$ cat config.mk
export PLATFORM = sky130hd
export DESIGN_NAME = sfx_sequencer
export DESIGN_NICKNAME = d
export VERILOG_FILES = /design/src/rtl/sfx_sequencer.sv
export SDC_FILE = /design/constraint.sdc
export NUM_CORES = 1
export LEC_CHECK = 0
export ABC_AREA = 1
export CAP_MARGIN = 25
export CORE_ASPECT_RATIO = 1.25
export CORE_MARGIN = 1
export CORE_UTILIZATION = 55
export CTS_CLUSTER_SIZE = 16
export DETAILED_ROUTE_END_ITERATION = 8
export GPL_TIMING_DRIVEN = 0
export PLACE_DENSITY_LB_ADDON = 0.1
export SLEW_MARGIN = 20
export SYNTH_ARGS = -nofsm -noshare
export SYNTH_HDL_FRONTEND = slang
export SYNTH_SLANG_ARGS = --single-unit
$ cat constraint.sdc
create_clock -name clk -period 2.5 [get_ports clk]
set_clock_uncertainty 0.05 [all_clocks]
set_input_delay 0.75 -clock clk [delete_from_list [all_inputs] [get_ports clk]]
set_output_delay 0.75 -clock clk [all_outputs]
set_load 0.05 [all_outputs]
$ cat src/rtl/sfx_sequencer.sv
// Priority sound-effect sequencer: latches collision triggers and plays swept square-wave tones, one effect at a time.
// Optional build macro SFX_NOISE_EN: channel 0 plays LFSR noise instead of a square wave.
module sfx_sequencer #(
    parameter int NUM_CH    = 3,
    parameter int DIV_W     = 12,
    parameter int TONE_BASE = 800,
    parameter int TONE_STEP = 200,
    parameter int SWEEP     = 8,
    parameter int DUR       = 8,
    localparam int CH_W     = (NUM_CH > 1) ? $clog2(NUM_CH) : 1
) (
    input  logic              clk,
    input  logic              rst_n,
    input  logic [NUM_CH-1:0] event_trig,
    input  logic              frame_end,
    output logic              sound,
    output logic              busy,
    output logic [CH_W-1:0]   cur_ch
);

    typedef enum logic [1:0] {
        S_IDLE,
        S_PLAY,
        S_GAP
    } state_t;

    state_t            state_q, state_d;
    logic [NUM_CH-1:0] pending_q, pending_d;
    logic [CH_W-1:0]   cur_ch_q, cur_ch_d;
    logic [DIV_W-1:0]  hp_q, hp_d;
    logic [DIV_W-1:0]  cnt_q, cnt_d;
    logic [3:0]        frames_q, frames_d;
    logic              sound_q, sound_d;
`ifdef SFX_NOISE_EN
    logic [15:0]       lfsr_q, lfsr_d;
`endif

    logic [CH_W-1:0]   top_ch;
    logic              any_pending;
    logic              do_load;
    logic [NUM_CH-1:0] pend_clr;

    // Highest set index wins; index 0 is the lowest priority.
    function automatic logic [CH_W-1:0] top_idx(input logic [NUM_CH-1:0] p);
        logic [CH_W-1:0] idx;
        idx = '0;
        for (int i = 0; i < NUM_CH; i++) begin
            if (p[i]) idx = CH_W'(i);
        end
        return idx;
    endfunction

    // Starting half-period for a channel, wrapped to the divider width; zero would stall the tone.
    function automatic logic [DIV_W-1:0] load_hp(input logic [CH_W-1:0] c);
        logic [31:0]      raw;
        logic [DIV_W-1:0] hp;
        raw = 32'(TONE_BASE) + 32'(TONE_STEP) * 32'(c);
        hp  = raw[DIV_W-1:0];
        return (hp == '0) ? DIV_W'(1) : hp;
    endfunction

    // Pitch sweep with saturation at 1 so a large step never wraps to a long period.
    function automatic logic [DIV_W-1:0] sweep_hp(input logic [DIV_W-1:0] hp);
        logic signed [32:0] diff;
        diff = $signed({{(33-DIV_W){1'b0}}, hp}) - 33'(SWEEP);
        if (diff < 33'sd1) return DIV_W'(1);
        return diff[DIV_W-1:0];
    endfunction

`ifdef SFX_NOISE_EN
    // Fibonacci LFSR, taps 16,14,13,11, shifting toward bit 0.
    function automatic logic [15:0] lfsr_step(input logic [15:0] l);
        logic fb;
        fb = l[0] ^ l[2] ^ l[3] ^ l[5];
        return {fb, l[15:1]};
    endfunction
`endif

    assign top_ch      = top_idx(pending_q);
    assign any_pending = |pending_q;

    always_comb begin
        state_d  = state_q;
        cur_ch_d = cur_ch_q;
        hp_d     = hp_q;
        cnt_d    = cnt_q;
        frames_d = frames_q;
        sound_d  = sound_q;
        do_load  = 1'b0;
        pend_clr = '0;
`ifdef SFX_NOISE_EN
        lfsr_d   = lfsr_q;
`endif

        case (state_q)
            S_IDLE: begin
                if (any_pending) do_load = 1'b1;
            end
            S_PLAY: begin
                if (any_pending && (top_ch > cur_ch_q)) begin
                    do_load = 1'b1;
                end else begin
                    // >= rather than == keeps the wrap prompt when a sweep shortens the period below the count.
                    if (cnt_q >= hp_q - DIV_W'(1)) begin
                        cnt_d = '0;
`ifdef SFX_NOISE_EN
                        if (cur_ch_q == '0) begin
                            lfsr_d  = lfsr_step(lfsr_q);
                            sound_d = lfsr_d[0];
                        end else begin
                            sound_d = ~sound_q;
                        end
`else
                        sound_d = ~sound_q;
`endif
                    end else begin
                        cnt_d = cnt_q + DIV_W'(1);
                    end
                    if (frame_end) begin
                        hp_d     = sweep_hp(hp_q);
                        frames_d = frames_q - 4'd1;
                        if (frames_q <= 4'd1) begin
                            state_d = S_GAP;
                            sound_d = 1'b0;
                            cnt_d   = '0;
                        end
                    end
                end
            end
            S_GAP: begin
                sound_d = 1'b0;
                if (frame_end) begin
                    state_d  = S_IDLE;
                    cur_ch_d = '0;
                end
            end
            default: begin
                state_d  = S_IDLE;
                cur_ch_d = '0;
                sound_d  = 1'b0;
            end
        endcase

        if (do_load) begin
            state_d          = S_PLAY;
            cur_ch_d         = top_ch;
            hp_d             = load_hp(top_ch);
            cnt_d            = '0;
            sound_d          = 1'b0;
            frames_d         = 4'(DUR);
            pend_clr[top_ch] = 1'b1;
        end

        // A trigger arriving on its own load edge re-arms the channel for a replay.
        pending_d = (pending_q & ~pend_clr) | event_trig;
    end

    always_ff @(posedge clk or negedge rst_n) begin
        if (!rst_n) begin
            state_q   <= S_IDLE;
            pending_q <= '0;
            cur_ch_q  <= '0;
            hp_q      <= '0;
            cnt_q     <= '0;
            frames_q  <= '0;
            sound_q   <= 1'b0;
        end else begin
            state_q   <= state_d;
            pending_q <= pending_d;
            cur_ch_q  <= cur_ch_d;
            hp_q      <= hp_d;
            cnt_q     <= cnt_d;
            frames_q  <= frames_d;
            sound_q   <= sound_d;
        end
    end

`ifdef SFX_NOISE_EN
    always_ff @(posedge clk or negedge rst_n) begin
        if (!rst_n) lfsr_q <= 16'hACE1;
        else        lfsr_q <= lfsr_d;
    end
`endif

    assign sound  = sound_q;
    assign busy   = (state_q != S_IDLE);
    assign cur_ch = cur_ch_q;

endmodule
==> impl_results.html, run 1 <==
<table>
<tr><th>Metric</th><th>Value</th></tr>
<tr><th colspan="2">Drt</th></tr>
<tr><td>Routed Antenna Nets</td><td>0</td></tr>
<tr><td>DRC marker count from the first detailed-route iteration</td><td>128</td></tr>
<tr><td>DRC violation count after routing</td><td>0</td></tr>
<tr><td>Wire length per cell after detailed routing</td><td>14.35 um</td></tr>
<tr><td>Per-cell via count in the routed design</td><td>roughly 5.5</td></tr>
<tr><td>Via count</td><td>roughly 2200</td></tr>
<tr><td>Routed Wire Length</td><td>5.896 mm</td></tr>
<tr><td>Iteration count of the initial detailed-routing pass</td><td>4</td></tr>
<tr><th colspan="2">STA</th></tr>
<tr><td>Final-report hold violation count</td><td>0</td></tr>
<tr><td>Final setup violation count</td><td>12</td></tr>
<tr><td>Worst slew margin relative to its limit</td><td>0.6524</td></tr>
<tr><td>Share of the cycle needed by the critical path after routing</td><td>1.050</td></tr>
<tr><td>Unrepaired setup endpoints after global routing</td><td>true</td></tr>
<tr><td>Max Clock Freq</td><td>381.1 MHz</td></tr>
<tr><td>Post-route setup slack</td><td>-0.1239 ns</td></tr>
<tr><td>Post-layout min period</td><td>2.624 ns</td></tr>
<tr><td>Slew at the pin closest to its max-slew limit</td><td>0.5214 ns</td></tr>
<tr><td>Final count of pins violating max slew</td><td>0</td></tr>
<tr><th colspan="2">GRT</th></tr>
<tr><td>First-pass GRT wire length</td><td>between 9 and 10 mm</td></tr>
<tr><td>GRT Util Overall</td><td>0.2754</td></tr>
<tr><td>Maximum number of pins on one net before global-route repair</td><td>26</td></tr>
<tr><td>Congestion Overflow GR</td><td>0</td></tr>
<tr><td>Via count of the first global-routing pass</td><td>2277</td></tr>
<tr><td>Initial antenna violation count</td><td>0</td></tr>
<tr><th colspan="2">Status</th></tr>
<tr><td>Violated checks</td><td>negative setup slack</td></tr>
<tr><td>Result of the run</td><td>finished with violations</td></tr>
<tr><th colspan="2">Final layout</th></tr>
<tr><td>Non-filler cells in the finished layout</td><td>411</td></tr>
<tr><td>Most frequent cells in the layout</td><td>sky130_fd_sc_hd__nand2_1, sky130_fd_sc_hd__nor2_1, sky130_fd_sc_hd__inv_1, sky130_fd_sc_hd__dfrtp_1, sky130_fd_sc_hd__ha_1</td></tr>
<tr><td>Fraction of layout instances using a drive strength above 1</td><td>0.2197</td></tr>
<tr><td>Area added between synthesis and finish</td><td>23.85%</td></tr>
<tr><td>Most frequent standard cell in the layout excluding fill and tap cells</td><td>sky130_fd_sc_hd__nand2_1</td></tr>
<tr><td>Fin nets</td><td>about 380</td></tr>
<tr><td>Ant. Diodes</td><td>0</td></tr>
<tr><th colspan="2">Clock tree</th></tr>
<tr><td>Root cell of the clock tree</td><td>sky130_fd_sc_hd__clkbuf_8</td></tr>
<tr><td>Clock tree from TritonCTS</td><td>done</td></tr>
<tr><td>TritonCTS Sinks</td><td>34</td></tr>
<tr><td>Hold Buf Count CTS</td><td>0</td></tr>
<tr><td>Maximum count of clock buffers along a single path</td><td>2</td></tr>
<tr><td>Worst-path clk slew</td><td>around 0.08 ns</td></tr>
<tr><td>Worst skew pair latency</td><td>0.29 ns</td></tr>
<tr><td>CTS Buf Count</td><td>5</td></tr>
<tr><td>CTS H-Tree Depth</td><td>2</td></tr>
<tr><th colspan="2">Synth</th></tr>
<tr><td>Async S/R FF share, synth</td><td>1.000</td></tr>
<tr><td>Dominant cells by area after synthesis</td><td>sky130_fd_sc_hd__dfrtp_1, sky130_fd_sc_hd__ha_1, sky130_fd_sc_hd__nand2_1, sky130_fd_sc_hd__nor2_1, sky130_fd_sc_hd__xor2_1</td></tr>
<tr><td>Share of the yosys chip area belonging to registers</td><td>0.3511</td></tr>
<tr><td>Number of distinct library cell variants in the gate-level netlist after synthesis</td><td>33</td></tr>
<tr><td>Post-synth net total</td><td>348</td></tr>
<tr><td>Synthesis Warnings</td><td>0</td></tr>
<tr><td>Top cell type's share of synthesized area</td><td>0.3511</td></tr>
<tr><td>Most frequently used flop master after synthesis</td><td>sky130_fd_sc_hd__dfrtp_1</td></tr>
<tr><td>Post-Synthesis Mean Instance Area</td><td>7.574 um2</td></tr>
<tr><td>Count of flip-flops with a built-in enable after synthesis</td><td>0</td></tr>
<tr><td>Post-synthesis cell area</td><td>~2400 um2</td></tr>
<tr><td>Yosys top cell by area</td><td>sky130_fd_sc_hd__dfrtp_1</td></tr>
<tr><td>Number of register bits inferred by synthesis</td><td>34</td></tr>
<tr><td>Cells after Synth</td><td>320</td></tr>
<tr><th colspan="2">Hold path</th></tr>
<tr><td>Kind of path behind the tightest hold check</td><td>in -&gt; async</td></tr>
<tr><th colspan="2">Placed design</th></tr>
<tr><td>Instance count after placement with tap cells included</td><td>386</td></tr>
<tr><td>RD Place Congestion</td><td>0.9019</td></tr>
<tr><td>Number of port buffers</td><td>9</td></tr>
<tr><td>DP Worst Slack</td><td>-0.4317 ns</td></tr>
<tr><td>Total half-perimeter wirelength after legalization and detailed placement</td><td>4.008 mm</td></tr>
<tr><th colspan="2">Worst setup path</th></tr>
<tr><td>Slowest Stage Delay on Critical Path</td><td>around 0.47 ns</td></tr>
<tr><td>Max Fanout on Critical Path</td><td>5</td></tr>
<tr><td>Classification of the worst setup path</td><td>reg -&gt; reg</td></tr>
<tr><td>Depth of the most critical reg-to-reg path</td><td>15</td></tr>
<tr><td>Type of element launching the critical path</td><td>flip-flop</td></tr>
<tr><td>Category of the worst setup path capture point</td><td>flip-flop</td></tr>
<tr><td>Most Frequent Cell on Critical Path</td><td>sky130_fd_sc_hd__nor2_4</td></tr>
<tr><td>Chain of cells forming the critical path</td><td>nor2_4 -&gt; nand2_4 -&gt; nor2_4 -&gt; nand2_1 -&gt; xor2_1 -&gt; ha_1 -&gt; nand2_2 -&gt; nor2_4 -&gt; nand2_2 -&gt; a21oi_2 -&gt; nor2_1 -&gt; nand2_1 -&gt; inv_2 -&gt; a21oi_4 -&gt; nor2_1</td></tr>
<tr><td>CP max stage cell</td><td>sky130_fd_sc_hd__dfrtp_1</td></tr>
<tr><td>Data arrival time at the worst-slack endpoint</td><td>2.76 ns</td></tr>
<tr><td>Required time at the endpoint of the critical path</td><td>2.63 ns</td></tr>
<tr><th colspan="2">Floorplan</th></tr>
<tr><td>Initial core utilization</td><td>0.5820</td></tr>
<tr><td>Width of the die</td><td>61.38 um</td></tr>
<tr><td>Die Y-Extent</td><td>76.22 um</td></tr>
<tr><td>Row count</td><td>26</td></tr>
<tr><td>Area of the core</td><td>4164 um2</td></tr>
<tr><td>Area of the die</td><td>approximately 4700 um2</td></tr>
<tr><td>Total I/O pin count</td><td>10</td></tr>
<tr><th colspan="2">Pwr</th></tr>
<tr><td>Maximum ir drop on the vdd rail</td><td>0.9562 mV</td></tr>
<tr><td>PwrDens</td><td>between 1000 and 1500 nW/um2</td></tr>
<tr><td>Static power due to leakage</td><td>between 1 and 1.5 nW</td></tr>
<tr><th colspan="2">Job</th></tr>
<tr><td>Max_cap viols</td><td>0</td></tr>
</table>
[timing repair]
action                     CTS  global route
pin swaps                   15            19
cloned                       1             0
buffers inserted            12             4
gates resized for setup     22            27
setup endpoints to repair   13            14
[synthesized netlist by cell type, types with 2 or more instances]
cell type,count
sky130_fd_sc_hd__dfrtp_1,34
sky130_fd_sc_hd__nor2_1,51
sky130_fd_sc_hd__buf_2,2
sky130_fd_sc_hd__nor2_2,4
sky130_fd_sc_hd__a21oi_1,19
sky130_fd_sc_hd__nand4_1,4
sky130_fd_sc_hd__nand2_2,2
sky130_fd_sc_hd__o21ai_0,8
sky130_fd_sc_hd__o21bai_1,4
sky130_fd_sc_hd__xor2_1,16
sky130_fd_sc_hd__inv_1,36
sky130_fd_sc_hd__nor3_1,4
sky130_fd_sc_hd__xnor2_1,2
sky130_fd_sc_hd__o22ai_1,4
sky130_fd_sc_hd__ha_1,22
sky130_fd_sc_hd__buf_6,2
sky130_fd_sc_hd__nand3_1,20
sky130_fd_sc_hd__nand2_1,69
sky130_fd_sc_hd__o21a_1,2
sky130_fd_sc_hd__a21oi_2,2
[worst max-delay path: cells and delay by family, from the launching register on]
| kind | cells | cell delay [ns] |
|---|---|---|
| fa+ha+maj | 1 | 0.32 |
| flops | 1 | 0.47 |
| xor+xnor | 1 | 0.15 |
| compound gates | 2 | 0.34 |
| buf+inv | 1 | 0.10 |
| simple gates | 10 | 1.07 |
[logic make-up (layout without fill, tap and decap cells)]
family,after synthesis,after routing,share of synthesized area
AO/OA/AOI/OAI,45,46,0.1131
XOR/XNOR,18,18,0.06505
adder cells (fa/ha/maj),22,22,0.1136
buffers and inverters,42,76,0.07538
flip-flops,34,34,0.3511
multiplexers,1,1,0.004130
AND/OR/NAND/NOR,158,158,0.2777
[metrics by stage]
| step | area, um2 | TNS [ns] | hold slack [ns] | utilization | power [mW] |
|---|---|---|---|---|---|
| floorplan | 2434 | 0 | 0.4030 | - | 2.277 |
| global placement | 2594 | -6.513 | 0.4185 | 0.6229 | 2.671 |
| detailed placement | 2609 | -4.266 | 0.4183 | 0.6265 | 2.708 |
| CTS | 2879 | -0.04336 | 0.2688 | 0.6914 | 3.366 |
| global route | 3002 | -2.543 | 0.2739 | 0.7209 | 3.823 |
| finish | 3002 | -1.287 | 0.2612 | 0.7209 | 3.512 |
[final timing paths]
path	from	endpoint	slack (ns)
worst max register to register	hp_q[6]	cnt_q[10]	-0.12
worst min-delay path	rst_n	cnt_q[4]	0.26
max in group asynchronous	rst_n	hp_q[4]	1.70
min in group clk	pending_q[0]	pending_q[0]	0.43
worst min register to register	pending_q[0]	pending_q[0]	0.43
worst max-delay path	hp_q[6]	cnt_q[10]	-0.12
[report_power, final]
part	total [mW]	internal, mW	switching, mW
Combinational	2.16	0.838	1.32
Sequential	0.916	0.719	0.197
Clock	0.439	0.222	0.218
Total	3.51	1.78	1.73
[per-layer routing]
metal | vias up | track usage | share of wire
li1 | 1106 | - | -
met1 | 1067 | 0.3177 | 0.39
met2 | 57 | 0.4783 | 0.55
met3 | 15 | 0.04754 | 0.043
met4 | 0 | 0.1200 | 0.023
met5 | - | 0 | 0
[layout make-up]
| type | count | area, um2 |
|---|---|---|
| buffer | 4 | 32.53 |
| inverter | 38 | 152.6 |
| timing repair buffer | 26 | 239.0 |
| tap | 56 | 70.07 |
| multi-input combinational | 245 | 1558 |
| clock buffer | 6 | 82.58 |
| clock inverter | 2 | 12.51 |
| sequential | 34 | 854.6 |
| fill | 354 | 1162 |
[state kept, by name, indices dropped and copies added (netlist names)]
name,flops
sound,1
frames_q,4
hp_q,10
pending_q,3
cnt_q,12
cur_ch,2
state_q,2
(Power assumes the default switching activity.)
==> run 2: changes to the inputs <==
--- a/config.mk
+++ b/config.mk
@@ -13,6 +13,7 @@
 export CTS_CLUSTER_SIZE = 16
 export DETAILED_ROUTE_END_ITERATION = 8
 export GPL_TIMING_DRIVEN = 0
+export MAX_ROUTING_LAYER = met4
 export PLACE_DENSITY_LB_ADDON = 0.1
 export SLEW_MARGIN = 20
 export SYNTH_ARGS = -nofsm -noshare
==> impl_results.html, run 2 (synthesized netlist as in run 1, its figures left out) <==
<table>
<tr><th>Metric</th><th>Value</th></tr>
<tr><th colspan="2">Status</th></tr>
<tr><td>Result of the run</td><td>finished with violations (unchanged)</td></tr>
<tr><td>Violated checks</td><td>negative setup slack (unchanged)</td></tr>
<tr><th colspan="2">Pwr</th></tr>
<tr><td>Maximum ir drop on the vdd rail</td><td>0.8213 mV (was 0.9562 mV)</td></tr>
<tr><td>Static power due to leakage</td><td>1.416 nW (was 1.436 nW)</td></tr>
<tr><td>Total power after layout</td><td>3.417 mW (was 3.512 mW)</td></tr>
<tr><td>PwrDens</td><td>1151 nW/um2 (was 1170 nW/um2)</td></tr>
<tr><th colspan="2">Worst setup path</th></tr>
<tr><td>Worst R2R Start</td><td>hp_q[3] (was hp_q[6])</td></tr>
<tr><td>R2r endpoint</td><td>cnt_q[10] (unchanged)</td></tr>
<tr><td>CP max stage cell</td><td>sky130_fd_sc_hd__dfrtp_2 (was sky130_fd_sc_hd__dfrtp_1)</td></tr>
<tr><td>Category of the worst setup path capture point</td><td>flip-flop (unchanged)</td></tr>
<tr><td>Slowest Stage Delay on Critical Path</td><td>0.42 ns (was 0.47 ns)</td></tr>
<tr><td>Classification of the worst setup path</td><td>reg -&gt; reg (unchanged)</td></tr>
<tr><td>Count of buffer and inverter cells on the critical path</td><td>3 (was 1)</td></tr>
<tr><td>Worst Setup EP</td><td>cnt_q[10] (unchanged)</td></tr>
<tr><td>Most Frequent Cell on Critical Path</td><td>sky130_fd_sc_hd__nand2_2 (was sky130_fd_sc_hd__nor2_4)</td></tr>
<tr><td>Max Fanout on Critical Path</td><td>5 (unchanged)</td></tr>
<tr><td>Minimum setup slack among reg-to-reg paths</td><td>-0.0004 ns (was -0.12 ns)</td></tr>
<tr><td>Chain of cells forming the critical path</td><td>inv_2 -&gt; buf_4 -&gt; nand2_2 -&gt; nor2_2 -&gt; nand2_1 -&gt; xor2_1 -&gt; ha_1 -&gt; nand2_4 -&gt; nor2_4 -&gt; nand2_2 -&gt; a21oi_2 -&gt; nor2_2 -&gt; nand2_2 -&gt; inv_4 -&gt; a21oi_4 -&gt; nor2_1 (was nor2_4 -&gt; nand2_4 -&gt; nor2_4 -&gt; nand2_1 -&gt; xor2_1 -&gt; ha_1 -&gt; nand2_2 -&gt; nor2_4 -&gt; nand2_2 -&gt; a21oi_2 -&gt; nor2_1 -&gt; nand2_1 -&gt; inv_2 -&gt; a21oi_4 -&gt; nor2_1)</td></tr>
<tr><td>Required time at the endpoint of the critical path</td><td>2.62 ns (was 2.63 ns)</td></tr>
<tr><td>Data arrival time at the worst-slack endpoint</td><td>2.62 ns (was 2.76 ns)</td></tr>
<tr><td>Critical path depth</td><td>16 (was 15)</td></tr>
<tr><td>Start point of the critical path</td><td>hp_q[3] (was hp_q[6])</td></tr>
<tr><td>Depth of the most critical reg-to-reg path</td><td>16 (was 15)</td></tr>
<tr><td>Type of element launching the critical path</td><td>flip-flop (unchanged)</td></tr>
<tr><td>CP top delay family</td><td>simple AND/OR/NAND/NOR gates (unchanged)</td></tr>
<tr><th colspan="2">Floorplan</th></tr>
<tr><td>Die Y-Extent</td><td>76.22 um (unchanged)</td></tr>
<tr><td>Initial core utilization</td><td>0.5820 (unchanged)</td></tr>
<tr><td>Area of the die</td><td>4678 um2 (unchanged)</td></tr>
<tr><td>Total I/O pin count</td><td>10 (unchanged)</td></tr>
<tr><td>Row count</td><td>26 (unchanged)</td></tr>
<tr><td>Area of the core</td><td>4164 um2 (unchanged)</td></tr>
<tr><td>Width of the die</td><td>61.38 um (unchanged)</td></tr>
<tr><th colspan="2">Final layout</th></tr>
<tr><td>Fraction of layout instances using a drive strength above 1</td><td>0.2222 (was 0.2197)</td></tr>
<tr><td>Final core utilization</td><td>0.7127 (was 0.7209)</td></tr>
<tr><td>Largest register FFs</td><td>12 (unchanged)</td></tr>
<tr><td>Ant. Diodes</td><td>0 (unchanged)</td></tr>
<tr><td>Area added between synthesis and finish</td><td>22.46% (was 23.85%)</td></tr>
<tr><td>Largest registers in the final layout</td><td>cnt_q: 12 flops, hp_q: 10 flops, frames_q: 4 flops (unchanged)</td></tr>
<tr><td>Most frequent cells in the layout</td><td>sky130_fd_sc_hd__nand2_1, sky130_fd_sc_hd__nor2_1, sky130_fd_sc_hd__inv_1 (was sky130_fd_sc_hd__nand2_1, sky130_fd_sc_hd__nor2_1, sky130_fd_sc_hd__inv_1, sky130_fd_sc_hd__dfrtp_1, sky130_fd_sc_hd__ha_1)</td></tr>
<tr><td>Most frequent standard cell in the layout excluding fill and tap cells</td><td>sky130_fd_sc_hd__nand2_1 (unchanged)</td></tr>
<tr><td>Fin nets</td><td>378 (was 382)</td></tr>
<tr><td>Most flop-heavy register</td><td>cnt_q (unchanged)</td></tr>
<tr><th colspan="2">Drt</th></tr>
<tr><td>DRC violation count after routing</td><td>0 (unchanged)</td></tr>
<tr><td>Routed Antenna Nets</td><td>0 (unchanged)</td></tr>
<tr><td>Iteration count of the initial detailed-routing pass</td><td>4 (unchanged)</td></tr>
<tr><td>Per-cell via count in the routed design</td><td>5.283 (was 5.462)</td></tr>
<tr><td>Routed Wire Length</td><td>5.616 mm (was 5.896 mm)</td></tr>
<tr><td>Via count</td><td>2150 (was 2245)</td></tr>
<tr><td>DRC marker count from the first detailed-route iteration</td><td>75 (was 128)</td></tr>
<tr><td>Wire length per cell after detailed routing</td><td>13.80 um (was 14.35 um)</td></tr>
<tr><th colspan="2">Placed design</th></tr>
<tr><td>Number of port buffers</td><td>9 (unchanged)</td></tr>
<tr><td>RD Place Congestion</td><td>0.8822 (was 0.9019)</td></tr>
<tr><td>Total half-perimeter wirelength after legalization and detailed placement</td><td>3.871 mm (was 4.008 mm)</td></tr>
<tr><th colspan="2">STA</th></tr>
<tr><td>Worst slew margin relative to its limit</td><td>0.6628 (was 0.6524)</td></tr>
<tr><td>Max Clock Freq</td><td>399.9 MHz (was 381.1 MHz)</td></tr>
<tr><td>Final-report hold violation count</td><td>0 (unchanged)</td></tr>
<tr><td>Setup TNS</td><td>-0.0003906 ns (was -1.287 ns)</td></tr>
<tr><td>Final count of pins violating max slew</td><td>0 (unchanged)</td></tr>
<tr><td>Unrepaired setup endpoints after global routing</td><td>true (unchanged)</td></tr>
<tr><td>Post-layout min period</td><td>2.500 ns (was 2.624 ns)</td></tr>
<tr><td>Share of the cycle needed by the critical path after routing</td><td>1.000 (was 1.050)</td></tr>
<tr><td>Slew at the pin closest to its max-slew limit</td><td>0.5019 ns (was 0.5214 ns)</td></tr>
<tr><td>Final setup violation count</td><td>1 (was 12)</td></tr>
<tr><td>Post-route setup slack</td><td>-0.0003906 ns (was -0.1239 ns)</td></tr>
<tr><th colspan="2">GRT</th></tr>
<tr><td>Initial antenna violation count</td><td>0 (unchanged)</td></tr>
<tr><td>Via count of the first global-routing pass</td><td>2097 (was 2277)</td></tr>
<tr><td>First-pass GRT wire length</td><td>8.990 mm (was 9.722 mm)</td></tr>
<tr><td>Congestion Overflow GR</td><td>0 (unchanged)</td></tr>
<tr><td>Maximum number of pins on one net before global-route repair</td><td>26 (unchanged)</td></tr>
<tr><td>GRT Util Overall</td><td>0.2649 (was 0.2754)</td></tr>
<tr><th colspan="2">Clock tree</th></tr>
<tr><td>CTS Buf Count</td><td>5 (unchanged)</td></tr>
<tr><td>Root cell of the clock tree</td><td>sky130_fd_sc_hd__clkbuf_8 (unchanged)</td></tr>
<tr><td>CTS H-Tree Depth</td><td>2 (unchanged)</td></tr>
<tr><td>Worst-path clk slew</td><td>0.07 ns (was 0.08 ns)</td></tr>
<tr><td>Maximum count of clock buffers along a single path</td><td>2 (unchanged)</td></tr>
<tr><td>Clock tree from TritonCTS</td><td>done (unchanged)</td></tr>
<tr><td>TritonCTS Sinks</td><td>34 (unchanged)</td></tr>
<tr><td>Worst skew pair latency</td><td>0.29 ns (about the same)</td></tr>
<tr><th colspan="2">Job</th></tr>
<tr><td>Max_cap viols</td><td>0 (unchanged)</td></tr>
<tr><th colspan="2">Hold path</th></tr>
<tr><td>Kind of path behind the tightest hold check</td><td>in -&gt; async (unchanged)</td></tr>
</table>
## run 2: per-layer routing
| layer | part of all wire | up-vias | track usage | wire (um) |
|---|---|---|---|---|
| met1 | 0.40 | 1011 | 0.2845 | 2267 |
| met3 | 0.029 | 9 | 0.05263 | 165 |
| met4 | 0.017 | 0 | 0.09556 | 95 |
| li1 | - | 1095 | - | - |
| met2 | 0.55 | 35 | 0.4641 | 3087 |
| met5 | 0 | - | - | 0 |
## run 2: area by class of cell
cell class	instances	area, um2
Clock inverter	1	5.005
Multi-Input combinational cell	245	1565
Fill cell	350	1196
Inverter	38	155.1
Buffer	4	32.53
Clock buffer	7	86.33
Tap cell	56	70.07
Timing Repair Buffer	22	197.7
Sequential cell	34	855.8
## run 2: what timing repair did
action	in CTS	in global routing
endpoints found under the setup margin	13	14
gates resized for setup	20	30
cloned	1	0
hold buffers	0	0
setup buffers	8	4
pin swaps	9	19
## run 2: through the flow
step	instances	setup WS [ns]	cell area [um2]	hold WS (ns)
2_1_floorplan	320	0.02147	2434	0.4030
3_3_place_gp	385	-0.3652	2594	0.4137
3_5_place_dp	386	-0.3941	2609	0.4228
4_1_cts	403	-0.007149	2833	0.2703
5_1_grt	407	-0.1412	2968	0.2844
6_report	407	-0.0003906	2968	0.2649
## run 2: worst register-to-register path: cells and delay by family, from the launching register on
kind / cells / cell delay [ns]
adders and majority gates: 1 / 0.33
DFF: 1 / 0.42
and+or+nand+nor: 9 / 0.81
buffers and inverters: 3 / 0.31
xor gates and xnor gates: 1 / 0.15
AOI/OAI and AO/OA: 2 / 0.33
## run 2: worst min path at each step
stage / from / end / slack (ns) / depth (start not counted)
global route: rst_n / cnt_q[3] / 0.28 / 1
global placement: pending_q[0] / pending_q[0] / 0.41 / 1
detailed placement: pending_q[0] / pending_q[0] / 0.42 / 1
finish: rst_n / cnt_q[7] / 0.26 / 1
floorplan: rst_n / cnt_q[0] / 0.40 / 0
CTS: rst_n / cnt_q[3] / 0.27 / 1
## run 2: report_power, final
part / leakage [nW] / total [mW] / internal [mW] / switching, mW
Combinational: 0.949 / 2.08 / 0.803 / 1.27
Sequential: 0.419 / 0.914 / 0.721 / 0.193
Clock: 0.0482 / 0.428 / 0.222 / 0.205
Total: 1.42 / 3.42 / 1.75 / 1.67
